===== config.mk =====
export PLATFORM = sky130hd
export DESIGN_NAME = turn_controller_flat
export DESIGN_NICKNAME = d
export VERILOG_FILES = /design/src/rtl/turn_controller_pkg.sv /design/src/rtl/turn_controller_if.sv /design/src/rtl/turn_controller.sv /design/src/flat_wrapper.sv
export SDC_FILE = /design/constraint.sdc
export NUM_CORES = 1
export LEC_CHECK = 0
export ABC_AREA = 0
export CAP_MARGIN = 20
export CORE_MARGIN = 4
export CORE_UTILIZATION = 39
export CTS_CLUSTER_DIAMETER = 60
export DETAILED_ROUTE_END_ITERATION = 10
export HOLD_SLACK_MARGIN = 0.08
export PLACE_DENSITY = 0.74
export SETUP_SLACK_MARGIN = 0.3
export SLEW_MARGIN = 20
export SYNTH_ARGS = -nofsm -noshare
export SYNTH_HDL_FRONTEND = slang
export SYNTH_SLANG_ARGS = --single-unit

===== constraint.sdc =====
create_clock -name clk -period 2.3 [get_ports clk]
set_clock_uncertainty 0.1 [all_clocks]
set_input_delay 0.46 -clock clk [delete_from_list [all_inputs] [get_ports clk]]
set_output_delay 0.46 -clock clk [all_outputs]
set_load 0.05 [all_outputs]

===== src/rtl/turn_controller_pkg.sv =====
// Shared types and constants for the paper-soccer turn sequencer.
// Also used by the display and score logic.
package turn_controller_pkg;

  typedef enum logic [1:0] {
    ST_IDLE = 2'd0,
    ST_ARM  = 2'd1,
    ST_RUN  = 2'd2,
    ST_OVER = 2'd3
  } state_t;

  localparam logic PLAYER_1 = 1'b0;
  localparam logic PLAYER_2 = 1'b1;

  typedef struct packed {
    logic timer_rst;
    logic timer_start;
    logic turn_active;
    logic game_over;
  } fsm_out_t;

  // Moore output decode; evaluated on the state being entered so outputs are registered.
  function automatic fsm_out_t decode_outputs(input state_t s);
    fsm_out_t o;
    o.timer_rst   = (s != ST_RUN);
    o.timer_start = (s == ST_RUN);
    o.turn_active = (s == ST_RUN);
    o.game_over   = (s == ST_OVER);
    return o;
  endfunction

endpackage


===== src/rtl/turn_controller_if.sv =====
// Event and timer-control bundle between move validation, the turn controller and the timer.
// master = event/timer side, slave = turn controller.
interface turn_controller_if #(
  parameter int TO_W = 2
);
  logic            game_start;
  logic            move_valid;
  logic            move_bounce;
  logic            goal_p1;
  logic            goal_p2;
  logic            stuck;
  logic            time_expire;
  logic            timer_start;
  logic            timer_rst;
  logic            cur_player;
  logic            turn_active;
  logic            game_over;
  logic            winner;
  logic [TO_W-1:0] to_p1;
  logic [TO_W-1:0] to_p2;

  modport master (
    output game_start, move_valid, move_bounce, goal_p1, goal_p2, stuck, time_expire,
    input  timer_start, timer_rst, cur_player, turn_active, game_over, winner, to_p1, to_p2
  );

  modport slave (
    input  game_start, move_valid, move_bounce, goal_p1, goal_p2, stuck, time_expire,
    output timer_start, timer_rst, cur_player, turn_active, game_over, winner, to_p1, to_p2
  );
endinterface


===== src/rtl/turn_controller.sv =====
// Turn sequencer for a two-player paper-soccer game: owns whose move it is,
// drives the shared move timer and ends the game on goal, stuck or timeouts.
module turn_controller
  import turn_controller_pkg::*;
#(
  parameter int MAX_TIMEOUTS = 3,
  parameter int TO_W         = 2,
  parameter int FIRST_PLAYER = 0
) (
  input  logic           clk,
  input  logic           rst,
  turn_controller_if.slave bus
);

  localparam logic [TO_W-1:0] MAX_CNT    = TO_W'(MAX_TIMEOUTS);
  localparam logic            FIRST_P    = 1'(FIRST_PLAYER);

  state_t          state_reg;
  fsm_out_t        out_reg;
  logic            cur_player_reg;
  logic            winner_reg;
  logic [TO_W-1:0] to_p1_reg;
  logic [TO_W-1:0] to_p2_reg;

  logic [TO_W-1:0] cur_to_next;
  logic            timeout_loses;

  function automatic logic [TO_W-1:0] sat_inc(input logic [TO_W-1:0] c);
    return (c >= MAX_CNT) ? c : c + TO_W'(1);
  endfunction

  // Timeout count the current player would have if this cycle's expiry is charged.
  always_comb begin
    cur_to_next   = sat_inc((cur_player_reg == PLAYER_2) ? to_p2_reg : to_p1_reg);
    timeout_loses = (cur_to_next == MAX_CNT);
  end

  always_ff @(posedge clk) begin
    if (rst) begin
      state_reg      <= ST_IDLE;
      out_reg        <= decode_outputs(ST_IDLE);
      cur_player_reg <= FIRST_P;
      winner_reg     <= 1'b0;
      to_p1_reg      <= '0;
      to_p2_reg      <= '0;
    end else begin
      case (state_reg)
        ST_IDLE: begin
          if (bus.game_start) begin
            state_reg <= ST_ARM;
            out_reg   <= decode_outputs(ST_ARM);
          end
        end

        // Single-cycle timer clear; a lingering time_expire from the last turn is ignored.
        ST_ARM: begin
          state_reg <= ST_RUN;
          out_reg   <= decode_outputs(ST_RUN);
        end

        ST_RUN: begin
          if (bus.goal_p1 || bus.goal_p2) begin
            state_reg  <= ST_OVER;
            out_reg    <= decode_outputs(ST_OVER);
            winner_reg <= bus.goal_p1 ? PLAYER_1 : PLAYER_2;
          end else if (bus.stuck) begin
            state_reg  <= ST_OVER;
            out_reg    <= decode_outputs(ST_OVER);
            winner_reg <= ~cur_player_reg;
          end else if (bus.move_valid) begin
            state_reg <= ST_ARM;
            out_reg   <= decode_outputs(ST_ARM);
            if (!bus.move_bounce) begin
              cur_player_reg <= ~cur_player_reg;
            end
          end else if (bus.time_expire) begin
            if (cur_player_reg == PLAYER_2) begin
              to_p2_reg <= cur_to_next;
            end else begin
              to_p1_reg <= cur_to_next;
            end
            if (timeout_loses) begin
              state_reg  <= ST_OVER;
              out_reg    <= decode_outputs(ST_OVER);
              winner_reg <= ~cur_player_reg;
            end else begin
              state_reg      <= ST_ARM;
              out_reg        <= decode_outputs(ST_ARM);
              cur_player_reg <= ~cur_player_reg;
            end
          end
        end

        // The loser of the previous game kicks off the next one.
        ST_OVER: begin
          if (bus.game_start) begin
            state_reg      <= ST_ARM;
            out_reg        <= decode_outputs(ST_ARM);
            to_p1_reg      <= '0;
            to_p2_reg      <= '0;
            cur_player_reg <= ~winner_reg;
          end
        end

        default: begin
          state_reg <= ST_IDLE;
          out_reg   <= decode_outputs(ST_IDLE);
        end
      endcase
    end
  end

  assign bus.timer_rst   = out_reg.timer_rst;
  assign bus.timer_start = out_reg.timer_start;
  assign bus.turn_active = out_reg.turn_active;
  assign bus.game_over   = out_reg.game_over;
  assign bus.cur_player  = cur_player_reg;
  assign bus.winner      = winner_reg;
  assign bus.to_p1       = to_p1_reg;
  assign bus.to_p2       = to_p2_reg;

endmodule

===== src/flat_wrapper.sv =====
// flat-port wrapper written by rule: the top's interface ports become plain ports
module turn_controller_flat import turn_controller_pkg::*;
#(
  parameter int MAX_TIMEOUTS = 3,
  parameter int TO_W         = 2,
  parameter int FIRST_PLAYER = 0
)
  (clk, rst, bus_game_start, bus_move_valid, bus_move_bounce, bus_goal_p1, bus_goal_p2, bus_stuck, bus_time_expire, bus_timer_start, bus_timer_rst, bus_cur_player, bus_turn_active, bus_game_over, bus_winner, bus_to_p1, bus_to_p2);
  turn_controller_if #(.TO_W(TO_W)) bus_i ();
  input  logic clk;
  input  logic rst;
  input wire logic [$bits(bus_i.game_start)-1:0] bus_game_start;
  input wire logic [$bits(bus_i.move_valid)-1:0] bus_move_valid;
  input wire logic [$bits(bus_i.move_bounce)-1:0] bus_move_bounce;
  input wire logic [$bits(bus_i.goal_p1)-1:0] bus_goal_p1;
  input wire logic [$bits(bus_i.goal_p2)-1:0] bus_goal_p2;
  input wire logic [$bits(bus_i.stuck)-1:0] bus_stuck;
  input wire logic [$bits(bus_i.time_expire)-1:0] bus_time_expire;
  output wire logic [$bits(bus_i.timer_start)-1:0] bus_timer_start;
  output wire logic [$bits(bus_i.timer_rst)-1:0] bus_timer_rst;
  output wire logic [$bits(bus_i.cur_player)-1:0] bus_cur_player;
  output wire logic [$bits(bus_i.turn_active)-1:0] bus_turn_active;
  output wire logic [$bits(bus_i.game_over)-1:0] bus_game_over;
  output wire logic [$bits(bus_i.winner)-1:0] bus_winner;
  output wire logic [$bits(bus_i.to_p1)-1:0] bus_to_p1;
  output wire logic [$bits(bus_i.to_p2)-1:0] bus_to_p2;
  assign bus_i.game_start = bus_game_start;
  assign bus_i.move_valid = bus_move_valid;
  assign bus_i.move_bounce = bus_move_bounce;
  assign bus_i.goal_p1 = bus_goal_p1;
  assign bus_i.goal_p2 = bus_goal_p2;
  assign bus_i.stuck = bus_stuck;
  assign bus_i.time_expire = bus_time_expire;
  assign bus_timer_start = bus_i.timer_start;
  assign bus_timer_rst = bus_i.timer_rst;
  assign bus_cur_player = bus_i.cur_player;
  assign bus_turn_active = bus_i.turn_active;
  assign bus_game_over = bus_i.game_over;
  assign bus_winner = bus_i.winner;
  assign bus_to_p1 = bus_i.to_p1;
  assign bus_to_p2 = bus_i.to_p2;
  turn_controller #(.MAX_TIMEOUTS(MAX_TIMEOUTS), .TO_W(TO_W), .FIRST_PLAYER(FIRST_PLAYER)) u_core (.clk(clk), .rst(rst), .bus(bus_i));
endmodule

======== Word-level counts from Yosys, hierarchy flattened ========
Cells that the tools add are included.
storage, ports and cells
  bits in latches ......................... 0
  output and inout bits ................... 10
  memories ................................ 0
  logic and storage cells ................. 84
  input port bits ......................... 9
  bits in writable memories ............... 0
  ROM bits ................................ 0
  register bits after elaboration ......... 12
cells by class
  $lt $le $gt $ge ......................... 1
  multiply operators ...................... 0
  div/mod/pow operators ................... 0
  reduce and logical (&&, ||, !) cells .... 11
  bitwise gates (word level) .............. 2
  shifts and indexed selects .............. 0
  muxes and demuxes ....................... 43
  equality and inequality tests ........... 17
  add/subtract/negate cells ............... 1
operators with widths
  kind                                                      number
  2-to-1 mux 2 bit                                          19
  AND reduction 7 bit                                       3
  2-to-1 mux 4 bit                                          5
  2-to-1 mux 1 bit                                          14
  inequality test 2 bit, second input constant              6
  one-hot mux 4 bit (3 select lines)                        1
  inequality test 3 bit, second input constant              3
  one-hot mux 2 bit (2 select lines)                        2
  == test 2 bit, second input constant                      3
  one-hot mux 2 bit (3 select lines)                        1
  nonzero test 3 bit                                        2
  inequality test 5 x 4 -> 1 bit, second input constant     1
  inequality test 2 x 1 -> 1 bit, second input constant     2
  AND reduction 4 bit                                       1
  inequality test 3 x 1 -> 1 bit, second input constant     1
  adder 2 x 1 -> 2 bit, second input constant               1
  == test 2 x 1 -> 1 bit, second input constant             1
  greater-or-equal comparator 2 bit, second input constant  1
  zero test 2 bit                                           1
  NOT 1 bit                                                 2
  one-hot mux 1 bit (2 select lines)                        1
  AND reduction 2 bit                                       1
  nonzero test 2 bit                                        1
  OR reduction 2 bit                                        1
  logical OR 1 bit                                          1

======== Depth between registers and ports, before layout ========
  word-level depth ........................ 10
  gate-level depth with buffers ........... 7
  mapped depth without buffers ............ 6

======== Least setup slack after synthesis ========
OpenSTA, ideal clock, no wires.
  path type ............................... flip-flop to flip-flop
  from .................................... register u_core.cur_player_reg (netlist: u_core.bus.cur_player)
  to ...................................... register u_core.cur_player_reg (netlist: u_core.bus.cur_player)
  setup slack ............................. 0.568 ns
  path buffers ............................ 0
  required time ........................... 2.121 ns
  stages on the path, launching flop included .. 5
  arrival ................................. 1.553 ns
  setup time .............................. 0.079 ns
  period minus slack after synthesis ...... 1.732 ns
  cells stage by stage .................... dfxtp_1 mux2i_1 o211a_1 o211a_1 a211oi_2
between the ends
  word-level cells in the longest chain between the ends .. 7
  elaborated cells between the ends (all ways) .. 15
  classes of those cells .................. 1 x add/sub; 1 x order compare; 2 x eq/ne; 9 x mux; 1 x bitwise; 1 x reduce/logical
RTL lines
  what                                                                          RTL line                source
  from (decl)                                                                   turn_controller.sv:20   logic cur_player_reg;
  from (signal assigned)                                                        turn_controller.sv:74   cur_player_reg <= ~cur_player_reg;
  from (signal assigned)                                                        turn_controller.sv:89   cur_player_reg <= ~cur_player_reg;
  from (signal assigned)                                                        turn_controller.sv:101  cur_player_reg <= ~winner_reg;
  parallel branches: the longest is 7 deep, another holds adder 2 x 1 -> 2 bit  -
Parallel ways; which one is timed is not known. The select of a mux whose other input is x is not followed.
A chain may end at the register's enable or synchronous reset.

======== Worst setup path in the final report ========
  from .................................... input bus_time_expire
  to ...................................... register u_core.to_p2_reg[1] (netlist: u_core.bus.to_p2[1])
between the ends
  word-level cells in the longest chain between the ends .. 2
RTL lines
  what                                    RTL line               source
  from (decl)                             flat_wrapper.sv:18     input wire logic [$bits(bus_i.time_expire)-1:0] bus_time_expire;
  inequality test 2 bit (no source line)  -
  AND reduction 7 bit (no source line)    -
  to (signal assigned)                    turn_controller.sv:78  to_p2_reg <= cur_to_next;
  to (decl)                               turn_controller.sv:23  logic [TO_W-1:0] to_p2_reg;
No other way between the ends.

==> metrics.csv <==
stage;metric;value;unit
cts;CTS root buf;clkbuf_4;
drt;Routed WL;1600;um
logic_synthesis;synthesized area;699;um^2
setup_path;Slowest cell on crit path;clkdlybuf4s50_1;
drt;DRC errors left;0;
setup_path;worst path bufs/invs;1;
drt;starting DRC count in detailed routing;19;
placement;GPL Wtd Cong;0.746;
timing;Slew Limit Fails;0;
global_route;gr ovfl total;0;
cts;Longest Clk Path Bufs;2;
placement;Place WS;0.119;ns
logic_synthesis;Synth cell types;26;
die;io pins;19;
power_and_ir_drop;maximum vdd drop;0.496;mV
cts;CTS hold repair buffers;0;
logic_synthesis;Synthesis Warnings;0;
logic_synthesis;Post-synth ARST share;0;
setup_path;slowest stage delay, CP;0.50;ns
logic_synthesis;syn_area_per_cell;8.74;um^2
global_route;vias in the first global route;641;
setup_path;crit path kind;in -> reg;
timing;final setup margin;0.402;ns
placement;hpwl dp;1250;um
cts;CTS sink count;11;
global_route;first-pass GRT wire length;3130;um
logic_synthesis;synthesized netlist cell count;80;
cts;Num CTS Buffers;3;
setup_path;CP delay by family, top;simple AND/OR/NAND/NOR gates;
power_and_ir_drop;PwrDens;1010;nW/um^2
timing;actual slew at the worst max-slew pin;0.547;ns
global_route;largest net degree at the start of global routing;13;
timing;# setup viols final;0;
layout;nets;113;
die;die area;2540;um^2
worst_hold_path;Worst Hold Class;reg -> reg;
setup_path;startpoint class of the critical path;input port;
timing;RSZ-0062 raised after global routing;false;
logic_synthesis;Main synth FF type;dfxtp_1;
cts;Post-CTS Resized;6;
cts;post-CTS setup buffer count;0;
setup_path;WP data arrival;1.93;ns
drt;routed len/inst;12.9;um
cts;TritonCTS clock tree;done;
setup_path;Max FO, Critical Path;3;
timing;total negative slack;0;ns
logic_synthesis;post-synth top area share;0.315;
drt;routed vias/inst;5.10;
layout;ANT cells;0;
run_status;status;finished, final reports clean;
placement;IO buf count;18;
die;die span in y;50.4;um
die;row count;15;
timing;final cycle utilization of the critical path;0.825;
die;die width;50.4;um
logic_synthesis;most area-consuming cells after synthesis;dfxtp_1, mux2i_1, ha_1;
die;core area;1710;um^2
power_and_ir_drop;LEAKAGE;0.474;nW
drt;via count;632;
layout;Layout area overhead;32.2;%
logic_synthesis;Seq/Total Area, Yosys;0.315;
cts;worst skew pair latency;0.27;ns
cts;clk slew on worst S/H paths;0.07;ns
logic_synthesis;cell taking the most area after synthesis;dfxtp_1;
drt;First-pass DRT Iterations;4;
global_route;initial antenna violation count;0;
timing;post-layout min period;1.90;ns
timing;Relative slew margins;0.631;
layout;share of cells above drive strength 1;0.0707;
timing;Max Clk Rate;527;MHz
logic_synthesis;Post-synth EDFFs;0;
logic_synthesis;syn nets;93;
power_and_ir_drop;Tot Pwr;0.929;mW
global_route;All-Layer GR Usage;0.162;
drt;Routed Antenna Nets;0;
flow_run;Max Cap Violations;0;
setup_path;Req. time, crit path;2.33;ns
logic_synthesis;flops & latches, synth;11;
setup_path;CP Capture Type;flip-flop;
die;Initial Utilization;0.410;
timing;Fin. Hold Viols;0;
cts;# H-tree levels;1;
setup_path;Critical Path, Cell by Cell;clkdlybuf4s50_1, or3b_1, a221oi_2, nand2_1, mux2i_1;
## tightest hold or removal path, cell delays in order, from the launching register on
cell	delay (ns)
dfxtp_1	0.31
nand2b_1	0.06
a21oi_1	0.05
## cell usage after synthesis, types with 2 or more instances
master     n
nand2_1    5
dfxtp_1   11
nor2_1     6
inv_1      8
ha_1       4
a21oi_1    4
o21ai_0    5
clkbuf_1   2
nand2b_1   7
o211a_1    2
mux2i_1   10
nand3b_1   2
## stage by stage
| step | cells | hold WS [ns] | area [um^2] | util |
|---|---|---|---|---|
| floorplan | 80 | 0.394 | 699 | - |
| global route | 124 | 0.409 | 925 | 0.541 |
| global placement | 120 | 0.361 | 896 | 0.525 |
| finish | 124 | 0.369 | 925 | 0.541 |
| CTS | 124 | 0.382 | 915 | 0.536 |
| detailed placement | 120 | 0.365 | 896 | 0.525 |
## cells by family after synthesis
logic type / after synthesis / share of synthesized area
AOI/OAI and AO/OA: 18 / 0.200
adders and majority gates: 4 / 0.0716
buffers and inverters: 11 / 0.0644
DFF: 11 / 0.315
muxes: 10 / 0.143
and+or+nand+nor: 26 / 0.206
## where the power goes
part | switching [mW] | internal, mW | total (mW)
Combinational | 0.315 | 0.189 | 0.504
Clock | 0.0661 | 0.0671 | 0.133
Sequential | 0.0524 | 0.240 | 0.293
Total | 0.433 | 0.496 | 0.929
## final timing paths
path	start	slack, ns	cells past startpoint	to
max reg2reg	u_core.state_reg[0]$_SDFFE_PP0P_	0.60	5	u_core.bus.timer_rst$_SDFFE_PP1P_
min	u_core.bus.game_over$_SDFFE_PP0P_	0.37	2	u_core.bus.game_over$_SDFFE_PP0P_
max	bus_time_expire	0.40	5	u_core.bus.to_p2[1]$_SDFFE_PP0P_
min reg2reg	u_core.bus.game_over$_SDFFE_PP0P_	0.37	2	u_core.bus.game_over$_SDFFE_PP0P_
## layer usage
metal,GRT usage,vias up,routed length [um]
met5,0,-,0
met4,0.0807,0,18
met3,0.0534,2,123
met2,0.209,19,676
met1,0.235,293,782
li1,-,318,-
## area by class of cell
| class | count | area, um^2 |
|---|---|---|
| Fill cell | 163 | 783 |
| Sequential cell | 11 | 220 |
| Multi-Input combinational cell | 58 | 434 |
| Clock buffer | 4 | 26.3 |
| Timing Repair Buffer | 18 | 183 |
| Tap cell | 25 | 31.3 |
| Inverter | 8 | 30.0 |
## cell usage in the layout (no fill, tap or decap), drive strengths merged
| master | instances |
|---|---|
| inv | 8 |
| clkdlybuf4s50 | 8 |
| nand3b | 2 |
| a32oi | 2 |
| nand4 | 1 |
| a211oi | 1 |
| o22ai | 1 |
| o211ai | 1 |
| nor3 | 1 |
| clkbuf | 4 |
| nand2b | 7 |
| nand2 | 5 |
| o311ai | 1 |
| nor2b | 1 |
| a221oi | 1 |
| ha | 4 |
| and2 | 1 |
| or3b | 1 |
| o21ai | 5 |
| dlygate4sd2 | 6 |
| a21oi | 4 |
| dlymetal6s2s | 4 |
| nor2 | 6 |
| dfxtp | 11 |
| mux2i | 10 |
| o211a | 2 |
| or3 | 1 |
(Power assumes the default switching activity.)
